## src/rtl/wb_regfile.sv

```systemverilog
// MIPS write-back stage: selects the W-stage result, commits it to a 32-entry
// register file with $0 hardwired to zero, and counts committed writes.
module wb_regfile #(
    parameter int DATA_WIDTH = 32,
    parameter int ADDR_WIDTH = 5,
    parameter int CNT_WIDTH  = 32
) (
    input  logic                  CLK,
    input  logic                  RST,
    input  logic [DATA_WIDTH-1:0] ALUOutW,
    input  logic [DATA_WIDTH-1:0] ReadDataW,
    input  logic [ADDR_WIDTH-1:0] WriteRegW,
    input  logic                  RegWriteW,
    input  logic                  MemtoRegW,
    input  logic [ADDR_WIDTH-1:0] A1,
    input  logic [ADDR_WIDTH-1:0] A2,
    output logic [DATA_WIDTH-1:0] RD1,
    output logic [DATA_WIDTH-1:0] RD2,
    output logic [DATA_WIDTH-1:0] ResultW,
    output logic [CNT_WIDTH-1:0]  WriteCount
);

    localparam int                   NUM_REGS = 2 ** ADDR_WIDTH;
    localparam logic [CNT_WIDTH-1:0] CNT_ONE  = CNT_WIDTH'(1);

    logic [DATA_WIDTH-1:0] regs [NUM_REGS];
    logic                  commit;

    assign ResultW = MemtoRegW ? ReadDataW : ALUOutW;

    // RegWriteW gates everything else, so junk on the other W-stage inputs
    // cannot leak into state or into the bypass while the write is disabled.
    assign commit = RegWriteW && (WriteRegW != '0) && RST;

    // NOTE: the array is cleared by the async reset because reads must
    // return 0 for every register while RST is low; this costs a reset
    // net on every storage bit, so do not copy it where plain RAM suffices.
    always_ff @(posedge CLK or negedge RST) begin
        if (!RST) begin
            for (int i = 0; i < NUM_REGS; i++) begin
                regs[i] <= '0;
            end
        end else if (commit) begin
            // NOTE: sequential state uses non-blocking assignment so every
            // flop samples pre-edge values regardless of statement order.
            regs[WriteRegW] <= ResultW;
        end
    end

    always_ff @(posedge CLK or negedge RST) begin
        if (!RST) begin
            WriteCount <= '0;
        end else if (commit) begin
            WriteCount <= WriteCount + CNT_ONE;
        end
    end

    always_comb begin
        // NOTE: default first so no path through the block leaves the
        // output unassigned, which would infer a latch.
        RD1 = regs[A1];
        if (A1 == '0) begin
            RD1 = '0;
        end else if (commit && (A1 == WriteRegW)) begin
            RD1 = ResultW;
        end
    end

    always_comb begin
        RD2 = regs[A2];
        if (A2 == '0) begin
            RD2 = '0;
        end else if (commit && (A2 == WriteRegW)) begin
            RD2 = ResultW;
        end
    end

endmodule

```

## config.mk

```make
export PLATFORM = sky130hd
export DESIGN_NAME = wb_regfile
export DESIGN_NICKNAME = d
export VERILOG_FILES = /design/src/rtl/wb_regfile.sv
export SDC_FILE = /design/constraint.sdc
export NUM_CORES = 2
export LEC_CHECK = 0
export CAP_MARGIN = 10
export CORE_UTILIZATION = 55
export CTS_CLUSTER_DIAMETER = 100
export DETAILED_ROUTE_END_ITERATION = 8
export GPL_TIMING_DRIVEN = 1
export PLACE_DENSITY = 0.77
export SLEW_MARGIN = 0
export SYNTH_ARGS = -nofsm -noshare
export SYNTH_HDL_FRONTEND = slang
export SYNTH_SLANG_ARGS = --single-unit
```

## constraint.sdc

```tcl
create_clock -name CLK -period 3.5 [get_ports CLK]
set_input_delay 0.7 -clock CLK [delete_from_list [all_inputs] [get_ports CLK]]
set_output_delay 0.7 -clock CLK [all_outputs]
set_load 0.02 [all_outputs]
```

# Yosys cells after proc, flatten, opt, wreduce, memory -nomap -nowiden

Cells that the tools add are included.
W data, S select, Z words.

Memories kept: 0
RAM bits: 0
Input port bits: 83
Latch bits: 0
ROM bits: 0
Word-level logic and storage cells: 65
Bits in registers: 1056
Output and inout bits: 128

Equal/unequal tests: 2
$add $sub $neg: 1
Multiply operators: 0
Mux-type cells: 14
Order comparisons: 4
Div/mod/pow operators: 0
Bitwise operators: 3
Reductions and logical operators: 8
Shift operators: 0

Operator list:

| kind                    | count |
|---|---|
| $bwmux W1024            | 1 |
| $bmux W32 S5            | 2 |
| $mux W32                | 10 |
| $demux W32 S5           | 1 |
| $add A32 B1 Y32 const B | 1 |
| $ge A6 B6 Y1 const B    | 3 |
| $not A5 Y6              | 3 |
| $eq A5 B5 Y1            | 2 |
| $logic_not A5 Y1        | 2 |
| $lt A6 B1 Y1 const B    | 1 |
| $logic_and A1 B1 Y1     | 5 |
| $reduce_bool A5 Y1      | 1 |

# Depth between registers and ports, before layout

Depth after elaboration: 6
Mapped depth: 9
Depth with buffers taken out: 6

# Least setup slack after synthesis

Ideal clock, no wire load.

Path type: in2out
Start point: input port A2[0]
End point: output port RD2[13]
Stages on the path: 8
Path slack: 441 ps
Arrival: 2359 ps
Path buffers: 3
Cells stage by stage: buf_4 > buf_6 > buf_2 > mux4_2 > mux2i_1 > nor2_1 > nor4_1 > a21oi_1

Cells in the longest elaborated chain, start to end: 6
Elaborated cells between the ends (all ways): 9

RTL lines:

| element                                     | RTL line | text |
|---|---|---|
| from (decl)                                 | 16       | `input logic [ADDR_WIDTH-1:0] A2,` |
| $not A5 Y6 (not written as such)            | 70       | `RD2 = regs[A2];` |
| $bmux W32 S5                                | 70       |  |
| $mux W32 (not written as such) (2 in a row) | 70       |  |
| $mux W32                                    | 73       | `end else if (commit && (A2 == WriteRegW)) begin` |
| $mux W32 *                                  | 71       | `if (A2 == '0) begin` |
| to (decl)                                   | 18       | `output logic [DATA_WIDTH-1:0] RD2,` |

Every way passes the cells marked *; elsewhere a longest branch is shown, timed or not. The select of a mux whose other input is x is not followed.

# Worst setup path after layout

Start point: input port A1[1]
End point: output port RD1[31]

Cells in the longest elaborated chain, start to end: 6
Elaborated cells between the ends (all ways): 9

RTL lines:

| element                                     | RTL line | text |
|---|---|---|
| from (decl)                                 | 15       | `input logic [ADDR_WIDTH-1:0] A1,` |
| $not A5 Y6 (not written as such)            | 61       | `RD1 = regs[A1];` |
| $bmux W32 S5                                | 61       |  |
| $mux W32 (not written as such) (2 in a row) | 61       |  |
| $mux W32                                    | 64       | `end else if (commit && (A1 == WriteRegW)) begin` |
| $mux W32 *                                  | 62       | `if (A1 == '0) begin` |
| to (decl)                                   | 17       | `output logic [DATA_WIDTH-1:0] RD1,` |

Marks and branches as above.

==> results.ini <==
[drt]
top_layer = met5
drt_iter0_drc = 7730
wl_mm = 206
wire_per_inst_um = 28.3
ant_nets = 0
wl_met1_mm = 71.9
drc = 0
first_pass_iters = 8
via_per_inst = 6.86
vias = 49900
wl_met3_mm = 29.8
dr_wl_met2_mm = 90.1

[floorplan]
die_area_um2 = 103000
fp.dieH_um = 321
coreArea_um2 = 101000
start_util_pct = 55.8
rows = 116
die_w_um = 321
io_pins = 211

[finish]
syn2layout_area_growth_pct = 22.8
stdcell_area_um2 = 68900
fin_nets = 5913
drive_above_1_share_pct = 28.9

[power_and_ir_drop]
peakVddDrop_v = 0.000451
p_total_w = 0.0379
p_per_area_nw_per_um2 = 549
cellLeakagePower_nw = 30.1

[timing]
period_needed_ns = 3.53
finalCritPeriodShare_pct = 101
clock_skew_ns = 0.0411
max_freq_mhz = 283
slew_headroom_pct = 30.0
layout_setup_ws_ns = -0.0314
rsz0062_at_grt = yes
whs_ns = 0.0628
worst_slew_pin_slew_ns = 1.05
final-max-slew-violation-count = 0
hold_viol_final = 0
final-setup-viol-count = 4

[global_route]
antenna_found_initial = 5
grt.total_usage_pct = 38.9
grt_max_degree = 181
grt_pass1_vias = 49200
grt_pass1_wl_mm = 302
grt-ovfl-total = 0

[synth]
synthesis.nets = 5586
synthCells = 5502
synth_edf_count = 0
avgSynthCellArea_um2 = 10.2
yosys_warnings = 0
yosysUniqueCellTypes = 48
ys_seq_area_share_pct = 47.1
synth_seq_cells = 1056
synth_area_um2 = 56100
async_flop_share_pct = 100
dominantRegCellSynth = dfrtp_1

[clock_network]
cts_buffers = 111
cts_num_sinks = 1056
clock_path_buffers = 3
insertion_delay_ns = 0.72
cts_root_buffer = clkbuf_16
cts_tree = built
path_clk_slew_ns = 0.06
h-tree-depth = 3
ctsHoldBuffers = 0

[placement]
placed_cell_area_um2 = 63300
dp_hpwl_mm = 121
gp_routability_congestion = 0.946
io_buffers = 210

[setup_path]
required_ns = 2.80
r2r-start = WriteCount[0]
reg2regPathDepth = 6
r2r-end = WriteCount[26]
rrSetupSlack_ns = 1.27
critPathArrivalTime_ns = 2.83
critPathMaxFanout = 8
path_class = in -> out
endpoint_kind = output pin
startpoint_type = primary input

[outcome]
violations = setup timing
status = finished with violations

[hold_path]
hold_path_class = in -> async

[flow_run]
drv_cap = 0

## sequential cells by signal, indices dropped and copies added, names as in the netlist
signal / cells
WriteCount: 32
regs: 1024
## layout make-up
type	instances	area, µm²
diodes	3	7.51
clock buffers	157	3260
repair buffers	787	8580
fillers	6826	31700
flip-flops and latches	1056	26400
well taps	1357	1700
multi-input cells	3834	28100
clock inverters	44	662
inverters	39	146
## how the worst max path moves through the flow
stage / cells past startpoint / slack, ns / from / end
2_1_floorplan: 8 / 0.44 / A2[0] / RD2[13]
3_3_place_gp: 9 / -0.95 / A2[4] / RD2[0]
3_5_place_dp: 9 / -0.90 / A2[4] / RD2[0]
4_1_cts: 10 / -0.06 / A2[1] / RD2[13]
5_1_grt: 11 / -0.04 / A2[3] / RD2[20]
6_report: 11 / -0.03 / A1[1] / RD1[31]
## cells by family after synthesis
group	after synthesis	share of synthesized area [%]
flip-flops	1056	47.1
adder cells (fa/ha/maj)	1	0.0223
multiplexers	856	21.6
AND/OR/NAND/NOR	1480	11.5
AO/OA/AOI/OAI	1456	14.2
buffers and inverters	612	4.90
XOR/XNOR	41	0.640
## where the power goes
part	total [W]	switching (W)	internal, W
sequential	0.0162	0.00185	0.0144
clock	0.0128	0.00514	0.00764
combinational	0.00886	0.00444	0.00442
## cells in the mapped netlist (15+ instances only)
cell,count,area (µm²)
dfrtp_1,1056,26400
nor2_1,892,3350
a21oi_1,832,4160
mux2_2,430,4840
clkbuf_1,347,1300
o21ai_0,290,1450
nand2_1,247,927
mux4_2,234,5270
o22ai_1,212,1330
mux2i_1,186,1860
buf_2,161,806
nor3_1,109,546
nor2b_1,87,544
nor4_1,63,394
a2111oi_0,56,490
a211oi_1,56,420
inv_1,39,146
buf_4,28,210
xnor2_1,25,219
buf_1,18,67.6
xor2_1,16,140
buf_6,15,169
## worst max-delay path, stage by stage
cell     delay (ns)
buf_16         0.16
buf_16         0.18
buf_12         0.12
buf_6          0.14
mux2_2         0.39
o22ai_2        0.18
nor3_2         0.11
nor4_4         0.37
a21oi_1        0.15
buf_4          0.16
buf_4          0.15
## stage by stage
stage / instances / setup TNS [ns] / setup slack, ns / util, %
after floorplan: 5502 / 0 / 0.441 / -
final: 7277 / -0.101 / -0.0314 / 68.5
after global placement: 7026 / -39.12 / -0.948 / 62.9
after CTS: 7255 / -0.102 / -0.0602 / 68.1
after detailed placement: 7026 / -38.68 / -0.901 / 62.9
after global routing: 7274 / -0.129 / -0.0404 / 68.5
## layout by cell type, fill, tap and decap left out, types with 12 or more instances in the layout
| cell | instances |
|---|---|
| mux2_2 | 430 |
| a21oi_1 | 829 |
| nor4_2 | 30 |
| nand4_1 | 12 |
| nor2_1 | 882 |
| buf_4 | 392 |
| nand2_1 | 236 |
| mux2i_1 | 148 |
| mux4_2 | 234 |
| buf_6 | 26 |
| a211oi_1 | 52 |
| nor4_1 | 23 |
| clkbuf_1 | 17 |
| clkbuf_8 | 27 |
| mux2i_2 | 37 |
| a2111oi_1 | 21 |
| dfrtp_1 | 1056 |
| nor2b_1 | 84 |
| nor4_4 | 24 |
| nor3_2 | 20 |
| o21ai_0 | 281 |
| clkdlybuf4s50_1 | 133 |
| nor2_4 | 12 |
| buf_12 | 136 |
| inv_1 | 39 |
| xnor2_1 | 25 |
| buf_2 | 34 |
| bufinv_16 | 16 |
| o22ai_1 | 204 |
| buf_16 | 15 |
| nand3_1 | 13 |
| nor3_1 | 90 |
| clkbuf_16 | 119 |
| xor2_1 | 16 |
| clkbuf_2 | 17 |
| a2111oi_2 | 25 |
| clkinv_2 | 20 |
## routing by layer
metal | track usage (%) | up-vias
met3 | 12.2 | 985
met2 | 57.1 | 4122
met4 | 24.4 | 2
li1 | - | 20400
met5 | 0 | -
met1 | 50.3 | 24400
## timing repair
action                     CTS  global route
gates resized for setup    398           128
pin swaps                   26            17
gates cloned                 7             6
setup endpoints to repair   64            57
setup buffers               25            14
No activity file was read; power rests on OpenSTA's default activity.
